$ cat config.mk
export PLATFORM = sky130hd
export DESIGN_NAME = rgb_fade_pwm
export DESIGN_NICKNAME = d
export VERILOG_FILES = /design/src/rtl/rgb_fade_pwm.sv
export SDC_FILE = /design/constraint.sdc
export NUM_CORES = 1
export LEC_CHECK = 0
export ABC_CLOCK_PERIOD_IN_PS = 3000
export BUFFER_PORTS_ARGS = -buffer_cell sky130_fd_sc_hd__buf_2
export CORE_MARGIN = 4
export CORE_UTILIZATION = 50
export CTS_CLUSTER_DIAMETER = 80
export DETAILED_ROUTE_END_ITERATION = 12
export PLACE_DENSITY = 0.68
export SLEW_MARGIN = 0
export SYNTH_ARGS = -nofsm -noshare
export SYNTH_HDL_FRONTEND = slang
export SYNTH_SLANG_ARGS = --single-unit
$ cat constraint.sdc
create_clock -name clk -period 3 [get_ports clk]
set_input_delay 0.3 -clock clk [delete_from_list [all_inputs] [get_ports clk]]
set_output_delay 0.3 -clock clk [all_outputs]
set_load 0.005 [all_outputs]
$ cat src/rtl/rgb_fade_pwm.sv
// rtl/rgb_fade_pwm.sv - three-channel PWM fade sequencer feeding the SB_RGBA_DRV RGBxPWM inputs
// Optional RGB_GAMMA_EN: compare against a registered squared level (one extra clk of level latency).
module rgb_fade_pwm #(
  parameter int PRESCALE    = 47,
  parameter int PWM_BITS    = 8,
  parameter int HOLD_FRAMES = 64
) (
  input  logic                    clk,
  input  logic                    rst,
  input  logic                    en,
  input  logic                    cfg_valid,
  output logic                    cfg_ready,
  input  logic [3*PWM_BITS-1:0]   cfg_rgb,
  output logic                    busy,
  output logic                    frame_tick,
  output logic                    rgb0_pwm,
  output logic                    rgb1_pwm,
  output logic                    rgb2_pwm
);

  localparam int PS_W = (PRESCALE > 1) ? $clog2(PRESCALE) : 1;
  localparam int HC_W = (HOLD_FRAMES > 1) ? $clog2(HOLD_FRAMES) : 1;
  localparam logic [PS_W-1:0]     PS_LAST = PS_W'(PRESCALE - 1);
  localparam logic [HC_W-1:0]     HC_LAST = HC_W'(HOLD_FRAMES - 1);
  localparam logic [PWM_BITS-1:0] CNT_MAX = '1;

  typedef enum logic [1:0] {
    IDLE  = 2'd0,
    FADE  = 2'd1,
    HOLD  = 2'd2,
    DECAY = 2'd3
  } state_t;

  state_t              state_q, state_d;
  logic [PS_W-1:0]     presc_q, presc_d;
  logic [PWM_BITS-1:0] cnt_q, cnt_d;
  logic                frame_tick_q, frame_tick_d;
  logic                active_q, active_d;
  logic [HC_W-1:0]     hold_q, hold_d;
  logic [PWM_BITS-1:0] level_q [3];
  logic [PWM_BITS-1:0] level_d [3];
  logic [PWM_BITS-1:0] target_q [3];
  logic [PWM_BITS-1:0] target_d [3];
  logic                pwm_q [3];
  logic                pwm_d [3];
  logic [PWM_BITS-1:0] toward [3];
  logic [PWM_BITS-1:0] decay [3];
  logic                all_eq;
  logic                decay_zero;
  logic                step;
  logic                tick;
  logic                xfer;

  assign step       = en && (presc_q == PS_LAST);
  assign tick       = en && frame_tick_q;
  // active_q keeps cfg_ready low while rst is asserted, even with en high
  assign cfg_ready  = en && active_q && ((state_q == IDLE) || (state_q == HOLD));
  assign xfer       = cfg_valid && cfg_ready;
  assign busy       = (state_q != IDLE);
  assign frame_tick = tick;
  assign rgb0_pwm   = pwm_q[0];
  assign rgb1_pwm   = pwm_q[1];
  assign rgb2_pwm   = pwm_q[2];

  always_comb begin : timebase_comb
    presc_d      = presc_q;
    cnt_d        = cnt_q;
    frame_tick_d = step && (cnt_q == CNT_MAX);
    active_d     = 1'b1;
    if (en) begin
      presc_d = step ? '0 : presc_q + 1'b1;
      if (step) begin
        cnt_d = cnt_q + 1'b1;
      end
    end
  end

  always_comb begin : level_math_comb
    all_eq     = 1'b1;
    decay_zero = 1'b1;
    for (int i = 0; i < 3; i++) begin
      toward[i] = level_q[i];
      if (level_q[i] < target_q[i]) begin
        toward[i] = level_q[i] + 1'b1;
      end else if (level_q[i] > target_q[i]) begin
        toward[i] = level_q[i] - 1'b1;
      end
      decay[i] = (level_q[i] == '0) ? '0 : level_q[i] - 1'b1;
      if (level_q[i] != target_q[i]) begin
        all_eq = 1'b0;
      end
      if (decay[i] != '0) begin
        decay_zero = 1'b0;
      end
    end
  end

  always_comb begin : fsm_comb
    state_d  = state_q;
    hold_d   = hold_q;
    level_d  = level_q;
    target_d = target_q;
    case (state_q)
      IDLE: begin
        if (xfer) begin
          state_d = FADE;
        end
      end
      FADE: begin
        if (tick) begin
          if (all_eq) begin
            state_d = HOLD;
            hold_d  = '0;
          end else begin
            level_d = toward;
          end
        end
      end
      HOLD: begin
        // a new target takes priority over hold expiry on the same edge
        if (xfer) begin
          state_d = FADE;
        end else if (tick) begin
          hold_d = hold_q + 1'b1;
          if (hold_q == HC_LAST) begin
            state_d = DECAY;
          end
        end
      end
      DECAY: begin
        if (tick) begin
          level_d = decay;
          if (decay_zero) begin
            state_d = IDLE;
          end
        end
      end
      default: begin
        state_d = IDLE;
      end
    endcase
    if (xfer) begin
      target_d[0] = cfg_rgb[3*PWM_BITS-1:2*PWM_BITS];
      target_d[1] = cfg_rgb[2*PWM_BITS-1:PWM_BITS];
      target_d[2] = cfg_rgb[PWM_BITS-1:0];
    end
  end

`ifdef RGB_GAMMA_EN
  logic [PWM_BITS-1:0]   gamma_q [3];
  logic [PWM_BITS-1:0]   gamma_d [3];
  logic [2*PWM_BITS-1:0] square [3];

  always_comb begin : gamma_comb
    for (int i = 0; i < 3; i++) begin
      square[i]  = {{PWM_BITS{1'b0}}, level_q[i]} * {{PWM_BITS{1'b0}}, level_q[i]};
      gamma_d[i] = PWM_BITS'(square[i] >> PWM_BITS);
      pwm_d[i]   = en && (cnt_q < gamma_q[i]);
    end
  end

  always_ff @(posedge clk or posedge rst) begin : gamma_ff
    if (rst) begin
      for (int i = 0; i < 3; i++) begin
        gamma_q[i] <= '0;
      end
    end else begin
      gamma_q <= gamma_d;
    end
  end
`else
  always_comb begin : pwm_comb
    for (int i = 0; i < 3; i++) begin
      pwm_d[i] = en && (cnt_q < level_q[i]);
    end
  end
`endif

  always_ff @(posedge clk or posedge rst) begin : state_ff
    if (rst) begin
      state_q      <= IDLE;
      presc_q      <= '0;
      cnt_q        <= '0;
      frame_tick_q <= 1'b0;
      active_q     <= 1'b0;
      hold_q       <= '0;
      for (int i = 0; i < 3; i++) begin
        level_q[i]  <= '0;
        target_q[i] <= '0;
        pwm_q[i]    <= 1'b0;
      end
    end else begin
      state_q      <= state_d;
      presc_q      <= presc_d;
      cnt_q        <= cnt_d;
      frame_tick_q <= frame_tick_d;
      active_q     <= active_d;
      hold_q       <= hold_d;
      level_q      <= level_d;
      target_q     <= target_d;
      pwm_q        <= pwm_d;
    end
  end

endmodule

==> flow_summary.ini, run 1 <==
[worst_setup_path]
startpoint_type = flop
cp.required_ns = 3.27
worstPathMaxFanout = 8
r2r_cells = 8
critPathBufInv = 1
r2r-end = state_q[0]
path_cells = inv_1 -> ha_1 -> or4b_1 -> or3_1 -> o311a_1 -> a2111oi_2 -> nand4_1 -> a31o_1
slowest_delay_ns = 0.55
worstReg2RegStart = level_q[0]
cp-end-kind = flop
crit_family = simple AND/OR/NAND/NOR gates
path_depth = 8
reg2reg_setup_slack_ns = 0.20
cp.arrival_ns = 3.07
critPathKind = flop to flop
slowest_stage = or4b_1

[clock_network]
cts_buffer_depth = 2
hold_buffers = 0
post_cts_resized = 0
htreeDepth = 3
clk_root_buffer_cell = clkbuf_8
cts_made_buffers = 9
clk_pin_slew_ns = 0.08
cts_tree = done
cts_setup_buffers = 0
cts.sinks = 75
clk_latency_ns = 0.38

[synthesis]
synth-xor-area-share_pct = 3.18
synth_cell_types = 68
yosys-mux-area-fraction_pct = 9.49
syn-num-nets = 691
synthSimpleGateAreaFrac_pct = 19.2
synthArstFlopShare_pct = 100
synth-compound-area-share_pct = 16.0
ys_seq_area_share_pct = 34.1
synth_edf_count = 0
synth-main-ff-cell = dfrtp_1
yosysWarnings = 0
syn-cell-area_um2 = 5510
synth_cells = 607
synth_top_family_by_area = simple AND/OR/NAND/NOR gates
synth_seq_cells = 75
syn_area_per_cell_um2 = 9.08
synthAdderAreaFrac_pct = 12.7

[global_routing]
grt_pass1_wl_um = 22300
grt_max_degree = 47
gr-total-overflow = 0
grt_pass1_vias = 4580
antenna_found_initial = 0
grt_usage_pct = 21.4

[drt]
firstDrtPassIters = 4
routed_wl_um = 12800
drc = 0
antenna_left = 0
vias_per_cell = 5.87
num_vias = 4675
drt_first_iter_violations = 407
avgRoutedWirePerCell_um = 16.1

[timing]
tightest_slew_ns = 0.669
finClkSkew_ns = 0.0134
max-slew-margin-rel_pct = 55.4
post-route-min-period_ns = 2.80
final_hold_viol_count = 0
period_share_pct = 93.2
setup_viol = 0
clock.fmax_ghz = 0.358
drv_slew = 0
tns_ns = 0
rsz0062_at_grt = false

[min_path]
hp-class = input pin to asynchronous set/reset pin

[power_and_ir_drop]
power.density_nw_per_um2 = 555
power.leakage_uw = 0.00285
finalPower_uw = 3430
vdd_ir_drop_max_mv = 0.530

[floorplanning]
core_um2 = 10800
start_util_pct = 51.1
die_h_um = 113
dieArea_um2 = 12800
rows = 38
die_w_um = 113
boundaryPins = 34

[placement]
dp_hpwl_um = 9700
port_buffers = 33
gp_congestion = 0.944

[job]
cap_violations = 0

[final_layout]
drive_gt1_share_pct = 18.0
n_fill_cell = 959
final_nets = 735
syn2layout_area_growth_pct = 12.3
diodes = 0

[status]
status = complete, no violations
-- cells in the mapped netlist (11+ instances only) --
master	n	area, um2
xnor2_1	12	105
nand3_1	17	85.1
nor3_1	15	75.1
o211ai_1	11	82.6
nor2_1	43	161
mux2_2	34	383
dfrtp_1	75	1880
nand2_1	43	161
clkbuf_1	22	82.6
mux2i_1	14	140
nand4_1	22	138
o21ai_0	31	155
a21oi_1	33	165
inv_1	51	191
ha_1	56	701
-- per-stage QoR --
step	util, %	hold WS [ns]	area (um2)	setup slack, ns	instances
final	57.3	0.0175	6190	0.203	796
after global routing	57.3	0.0547	6190	0.0272	796
after CTS	57.3	0.0147	6190	0.234	796
after global placement	55.1	0.432	5950	0.311	780
after floorplan	-	0.451	5510	0.458	607
after detailed placement	55.1	0.433	5950	0.239	780
-- cells in the final DEF, fill, tap and decap left out, types with 4 or more instances in the layout --
cell type  netlist  final
a211oi_1         5      5
a21o_1           5      5
a21oi_1         33     33
a22o_1           4      4
a31oi_1          4      4
and3_1           8      8
buf_2            1     33
buf_4            0     23
clkbuf_8         0      9
dfrtp_1         75     75
ha_1            56     56
inv_1           51     50
mux2_2          34     34
mux2i_1         14     14
nand2_1         43     43
nand2b_1         4      4
nand3_1         17     17
nand4_1         22     22
nor2_1          43     43
nor2b_1          4      4
nor3_1          15     15
nor3b_1          5      5
nor4_1           6      6
o211ai_1        11     11
o21ai_0         31     31
or2_2            4      4
or3_1            8      8
xnor2_1         12     12
xor2_1           8      8
-- layer usage --
metal  GRT usage [%]  share of wire [%]
met1            28.5                 45
met2            33.9                 47
met3            4.87                5.3
met4            8.81                2.3
met5               0                  0
-- power breakdown --
part | leakage, uW | total, uW | switching (uW) | internal [uW]
logic | 0.00180 | 1100 | 558 | 543
registers | 0.000939 | 1380 | 153 | 1220
clock network | 0.000113 | 956 | 402 | 554
-- worst max-delay path by stage --
| stage | startpoint | end | slack (ns) |
|---|---|---|---|
| 6_report | level_q[0] | state_q[0] | 0.20 |
| 4_1_cts | level_q[0] | state_q[0] | 0.23 |
| 3_3_place_gp | level_q[0] | state_q[0] | 0.31 |
| 5_1_grt | level_q[0] | state_q[0] | 0.03 |
| 2_1_floorplan | level_q[16] | level_q[18] | 0.46 |
| 3_5_place_dp | level_q[0] | state_q[0] | 0.24 |
-- cell families (layout without fill, tap and decap cells) --
family	count (synthesis)	after routing
simple gates	199	199
compound gates	133	133
fa+ha+maj	56	56
mux	48	48
flops	75	75
other cells	1	1
xor+xnor	20	20
buf+inv	75	124
-- sequential cells by signal, summed over array words and instances, names as in the netlist --
signal / flops
active_q: 1
level_q: 24
rgb2_pwm: 1
presc_q: 6
target_q: 24
state_q: 2
frame_tick_q: 1
rgb1_pwm: 1
hold_q: 6
cnt_q: 8
rgb0_pwm: 1
-- final cells by class --
class	instances	area, um2	share of cell area, %
Clock buffer	10	128	2.06
Clock inverter	6	114	1.84
Inverter	51	191	3.09
Multi-Input combinational cell	457	3340	54.1
Sequential cell	75	1880	30.3
Tap cell	140	175	2.83
Timing Repair Buffer	57	358	5.78
No activity file was read; power rests on OpenSTA's default activity.
==> run 2, diff against run 1 <==
--- a/config.mk
+++ b/config.mk
@@ -11,7 +11,8 @@
 export CORE_UTILIZATION = 50
 export CTS_CLUSTER_DIAMETER = 80
 export DETAILED_ROUTE_END_ITERATION = 12
-export PLACE_DENSITY = 0.68
+export PLACE_DENSITY = 0.69
+export RECOVER_POWER = 100
 export SLEW_MARGIN = 0
 export SYNTH_ARGS = -nofsm -noshare
 export SYNTH_HDL_FRONTEND = slang
==> run 2 against run 1 <==
  * Count of clock-buffer cells in the layout grew 3
  * Cell count rose by 0.13%
  * Clock power decreased by 16%
  * Global-route usage grew 0.83 points
  * Register-to-register slack better by 0.03 ns
  * Die area stayed put
  * Design area fell by 1.2%
  * Clock skew up 0.0019 ns
  * Flip-flop and latch count did not move
  * Via count grew 2.3%
  * Largest power group unchanged
==> flow_summary.ini, run 2 (synthesis gave the netlist of run 1 again) <==
[min_path]
hp-start = cfg_rgb[19]
hp-class = input pin to flop
hold_path_depth = 2
min_to = target_q[19]

[drt]
routed_wl_um = 13500
drc = 0
vias_per_cell = 6.00
firstDrtPassIters = 5
drt_first_iter_violations = 326
avgRoutedWirePerCell_um = 17.0
num_vias = 4784
antenna_left = 0

[timing]
clock.fmax_ghz = 0.361
finClkSkew_ns = 0.0153
hold_ws_ns = 0.148
final_hold_viol_count = 0
tns_ns = 0
period_share_pct = 92.3
post-route-min-period_ns = 2.77
max-slew-margin-rel_pct = 3.62
setup_viol = 0
drv_slew = 0
tightest_slew_ns = 1.44
rsz0062_at_grt = false

[job]
cap_violations = 0

[worst_setup_path]
slowest_delay_ns = 0.54
cp.required_ns = 3.28
worstPathMaxFanout = 8
cp.arrival_ns = 3.05
startpoint_type = flop
cp-end-kind = flop
r2r_cells = 8
worstReg2RegStart = level_q[0]
r2r-end = state_q[0]
reg2reg_setup_slack_ns = 0.23
slowest_stage = or4b_1
critPathKind = flop to flop
path_cells = inv_1 -> ha_1 -> or4b_1 -> or3_1 -> o311a_1 -> a2111oi_2 -> nand4_1 -> a31o_1

[clock_network]
cts_setup_buffers = 0
post_cts_resized = 0
cts.sinks = 75
hold_buffers = 0
htreeDepth = 3
cts_buffer_depth = 2
clk_pin_slew_ns = 0.09
clk_latency_ns = 0.38
cts_tree = done
clk_root_buffer_cell = clkbuf_8
cts_made_buffers = 9

[placement]
dp_hpwl_um = 10300
port_buffers = 33
gp_congestion = 0.995

[floorplanning]
core_um2 = 10800
die_h_um = 113
rows = 38
dieArea_um2 = 12800
start_util_pct = 51.1
die_w_um = 113
boundaryPins = 34

[global_routing]
grt_pass1_vias = 4709
grt_usage_pct = 22.3
grt_pass1_wl_um = 23100
grt_max_degree = 40
gr-total-overflow = 0
antenna_found_initial = 0

[final_layout]
final_common_cell = dfrtp_1
largestRegisters = level_q: 24 flops, target_q: 24 flops, cnt_q: 8 flops
drive_gt1_share_pct = 16.7
diodes = 0
final_nets = 737
syn2layout_area_growth_pct = 10.9
layout_common_cells = dfrtp_1 (75), ha_1 (56), inv_1 (51)

[power_and_ir_drop]
vdd_ir_drop_max_mv = 0.383
power.leakage_uw = 0.00282
power.density_nw_per_um2 = 538

[status]
status = complete, no violations
run 2: cell types whose count changed in the layout (fill, tap and decap cells not counted), moves of 2 or more:
cell	before	now
buf_4	23	18
bufinv_16	3	1
clkbuf_1	1	9
clkbuf_2	0	2
clkbuf_8	9	11
clkinvlp_4	2	0
run 2: final cells by class:
type                       instances  area [um2]
fill                             998        4680
sequential                        75        1880
tap                              140         175
clock inverter                     2        35.0
multi-input combinational        457        3340
inverter                          51         191
clock buffer                      13         159
timing repair buffer              59         332
run 2: how the worst max path moves through the flow:
stage                start     endpoint  slack [ns]  cells after the start
2_1_floorplan  level_q[16]  level_q[18]        0.46                     10
3_3_place_gp    level_q[0]   state_q[0]        0.32                      8
3_5_place_dp    level_q[0]   state_q[0]        0.26                      8
4_1_cts         level_q[0]   state_q[0]        0.25                      8
5_1_grt        level_q[17]   state_q[0]        0.03                     10
6_report        level_q[0]   state_q[0]        0.23                      8
run 2: critical path, delay by kind of cell, from the launching register on:
family	cells	cell delay, ns
AO/OA/AOI/OAI	3	0.71
adder cells (fa/ha/maj)	1	0.31
buffers and inverters	1	0.18
flip-flops	1	0.44
AND/OR/NAND/NOR	3	1.05
run 2: metrics by stage:
stage          instance area, um2  util, %  power, uW  instances  worst slack [ns]
3_3_place_gp                 5960     55.2       2440        782             0.319
3_5_place_dp                 5960     55.2       2500        782             0.260
5_1_grt                      6110     56.6       3530        797            0.0341
6_report                     6110     56.6       3290        797             0.230
4_1_cts                      6150     57.0       3310        797             0.245
2_1_floorplan                5510        -       2190        607             0.458
run 2: per-layer routing:
metal  track usage, %  up-vias  wire (um)
li1                 -     2308          -
met1             29.6     2308       6150
met2             35.9      143       6370
met3             3.58       25        656
met4             10.0        0        338
met5                0        -          0
run 2: report_power, final:
group | internal, uW | switching, uW | total (uW)
registers | 1220 | 160 | 1380
logic | 528 | 570 | 1100
clock network | 425 | 382 | 806
total | 2180 | 1110 | 3290
==> run 3, diff against run 2 <==
--- a/config.mk
+++ b/config.mk
@@ -6,12 +6,12 @@
 export NUM_CORES = 1
 export LEC_CHECK = 0
 export ABC_CLOCK_PERIOD_IN_PS = 3000
-export BUFFER_PORTS_ARGS = -buffer_cell sky130_fd_sc_hd__buf_2
 export CORE_MARGIN = 4
 export CORE_UTILIZATION = 50
 export CTS_CLUSTER_DIAMETER = 80
 export DETAILED_ROUTE_END_ITERATION = 12
-export PLACE_DENSITY = 0.69
+export DONT_BUFFER_PORTS = 1
+export PLACE_DENSITY = 0.66
 export RECOVER_POWER = 100
 export SLEW_MARGIN = 0
 export SYNTH_ARGS = -nofsm -noshare
==> run 3 against run 2 <==
  * Maximum frequency down 3.5%
  * Critical path depth stayed put
  * Combinational power shrank 5%
  * Cell count fell by 3.8%
  * Critical path type unchanged
  * Design area fell by 1.8%
  * The flow now finishes with violations (max-capacitance violations, max-slew violations)
  * Setup slack worse by 0.10 ns
  * Critical endpoint unchanged
  * Global-route usage down 0.52 points
  * Sequential power hardly changed
  * First-iteration DRC count rose by 32%
  * Die area unchanged
==> flow_summary.ini, run 3 (synthesis gave the netlist of run 1 again) <==
[global_routing]
antenna_found_initial = 0
grt_usage_pct = 21.8
grt_pass1_vias = 4655
grt_pass1_wl_um = 22700
gr-total-overflow = 0
grt_max_degree = 56

[clock_network]
clk_pin_slew_ns = 0.08
clk_root_buffer_cell = clkbuf_8
cts_buffer_depth = 2
cts_made_buffers = 9
cts_tree = done
htreeDepth = 3
hold_buffers = 0
clk_latency_ns = 0.36
cts.sinks = 75

[timing]
period_share_pct = 95.6
drv_slew = 56
post-route-min-period_ns = 2.87
max-slew-margin-rel_pct = -73.7
clock.fmax_ghz = 0.349
tightest_slew_ns = 2.59
final_hold_viol_count = 0
finClkSkew_ns = 0.0105
setup_viol = 0
rsz0062_at_grt = false
tns_ns = 0

[worst_setup_path]
r2r_cells = 8
cp.required_ns = 3.25
cp-end-kind = flop
critPathKind = flop to flop
worstReg2RegStart = level_q[0]
reg2reg_setup_slack_ns = 0.13
worstPathMaxFanout = 8
r2r-end = state_q[0]
startpoint_type = flop
cp.arrival_ns = 3.12

[job]
cap_violations = 1

[status]
status = complete, but fails checks
failed_checks = max-capacitance violations, max-slew violations

[drt]
drt_first_iter_violations = 430
dr.max_layer_used = met4
drc = 0
routed_wl_um = 13300
met3WireLength_um = 753
route.met2.wl_um = 6450
vias_per_cell = 6.07
avgRoutedWirePerCell_um = 17.3
antenna_left = 0
num_vias = 4658
firstDrtPassIters = 5
wl_met1_um = 5940

[final_layout]
drive_gt1_share_pct = 13.4
final_nets = 706
final_common_cell = dfrtp_1
diodes = 0
largestRegisters = level_q: 24 flops, target_q: 24 flops, cnt_q: 8 flops
final_area_um2 = 6000
syn2layout_area_growth_pct = 8.92
layout_common_cells = dfrtp_1 (75), ha_1 (56), inv_1 (50)
final_cells = 767

[power_and_ir_drop]
power.density_nw_per_um2 = 552
vdd_ir_drop_max_mv = 0.493
power.leakage_uw = 0.00271

[floorplanning]
rows = 38
dieArea_um2 = 12800
boundaryPins = 34
die_h_um = 113
start_util_pct = 51.1
die_w_um = 113
core_um2 = 10800

[min_path]
hp-class = input pin to flop
min_to = presc_q[0]
hp-start = en
hold_path_depth = 1

[placement]
dp_hpwl_um = 10100
gp_congestion = 0.909
dp.cells = 751
port_buffers = 0
placed_cell_area_um2 = 5800
-- run 3: report_power, final --
part           internal (uW)  switching [uW]
clock network            513             382
logic                    492             544
registers               1220             160
total                   2230            1090
-- run 3: worst max path at each step --
stage / startpoint / cells after the start / slack (ns) / end
2_1_floorplan: level_q[16] / 10 / 0.46 / level_q[18]
3_3_place_gp: level_q[4] / 8 / 0.23 / level_q[6]
6_report: level_q[0] / 8 / 0.13 / state_q[0]
4_1_cts: level_q[4] / 8 / 0.19 / level_q[6]
3_5_place_dp: level_q[4] / 8 / 0.22 / level_q[6]
5_1_grt: level_q[0] / 8 / 0.02 / state_q[0]
-- run 3: area by class of cell --
type | count | area [um2]
clock buffer | 12 | 155
sequential | 75 | 1880
inverter | 51 | 193
timing repair buffer | 28 | 189
multi-input combinational | 457 | 3340
clock inverter | 4 | 72.6
fill | 962 | 4790
tap | 140 | 175
-- run 3: metal layers --
metal  global-route usage [%]  vias up
met4                     7.13        0
li1                         -     2249
met2                     35.5      137
met5                        0        -
met1                     28.6     2254
met3                     5.13       18
-- run 3: critical path, cell delays in order, from the launching register on --
cell       delay (ns)
dfrtp_1          0.44
inv_1            0.16
ha_1             0.30
or4b_1           0.54
or3_1            0.34
o311a_1          0.11
a2111oi_0        0.43
nand4_1          0.19
a31o_1           0.24
-- run 3: through the flow --
| stage | hold WS (ns) | setup slack, ns | total power, uW | util (%) |
|---|---|---|---|---|
| after global routing | 0.0404 | 0.0236 | 3560 | 55.6 |
| after CTS | 0.0450 | 0.193 | 3350 | 55.8 |
| after detailed placement | 0.441 | 0.222 | 2450 | 53.7 |
| after floorplan | 0.451 | 0.458 | 2190 | - |
| final | 0.0498 | 0.131 | 3320 | 55.6 |
| after global placement | 0.418 | 0.234 | 2380 | 53.7 |
-- run 3: what timing repair did --
action                                  in CTS  in global routing
buffers inserted                             0                  0
gates resized for setup                      0                  2
endpoints found under the setup margin       0                  3
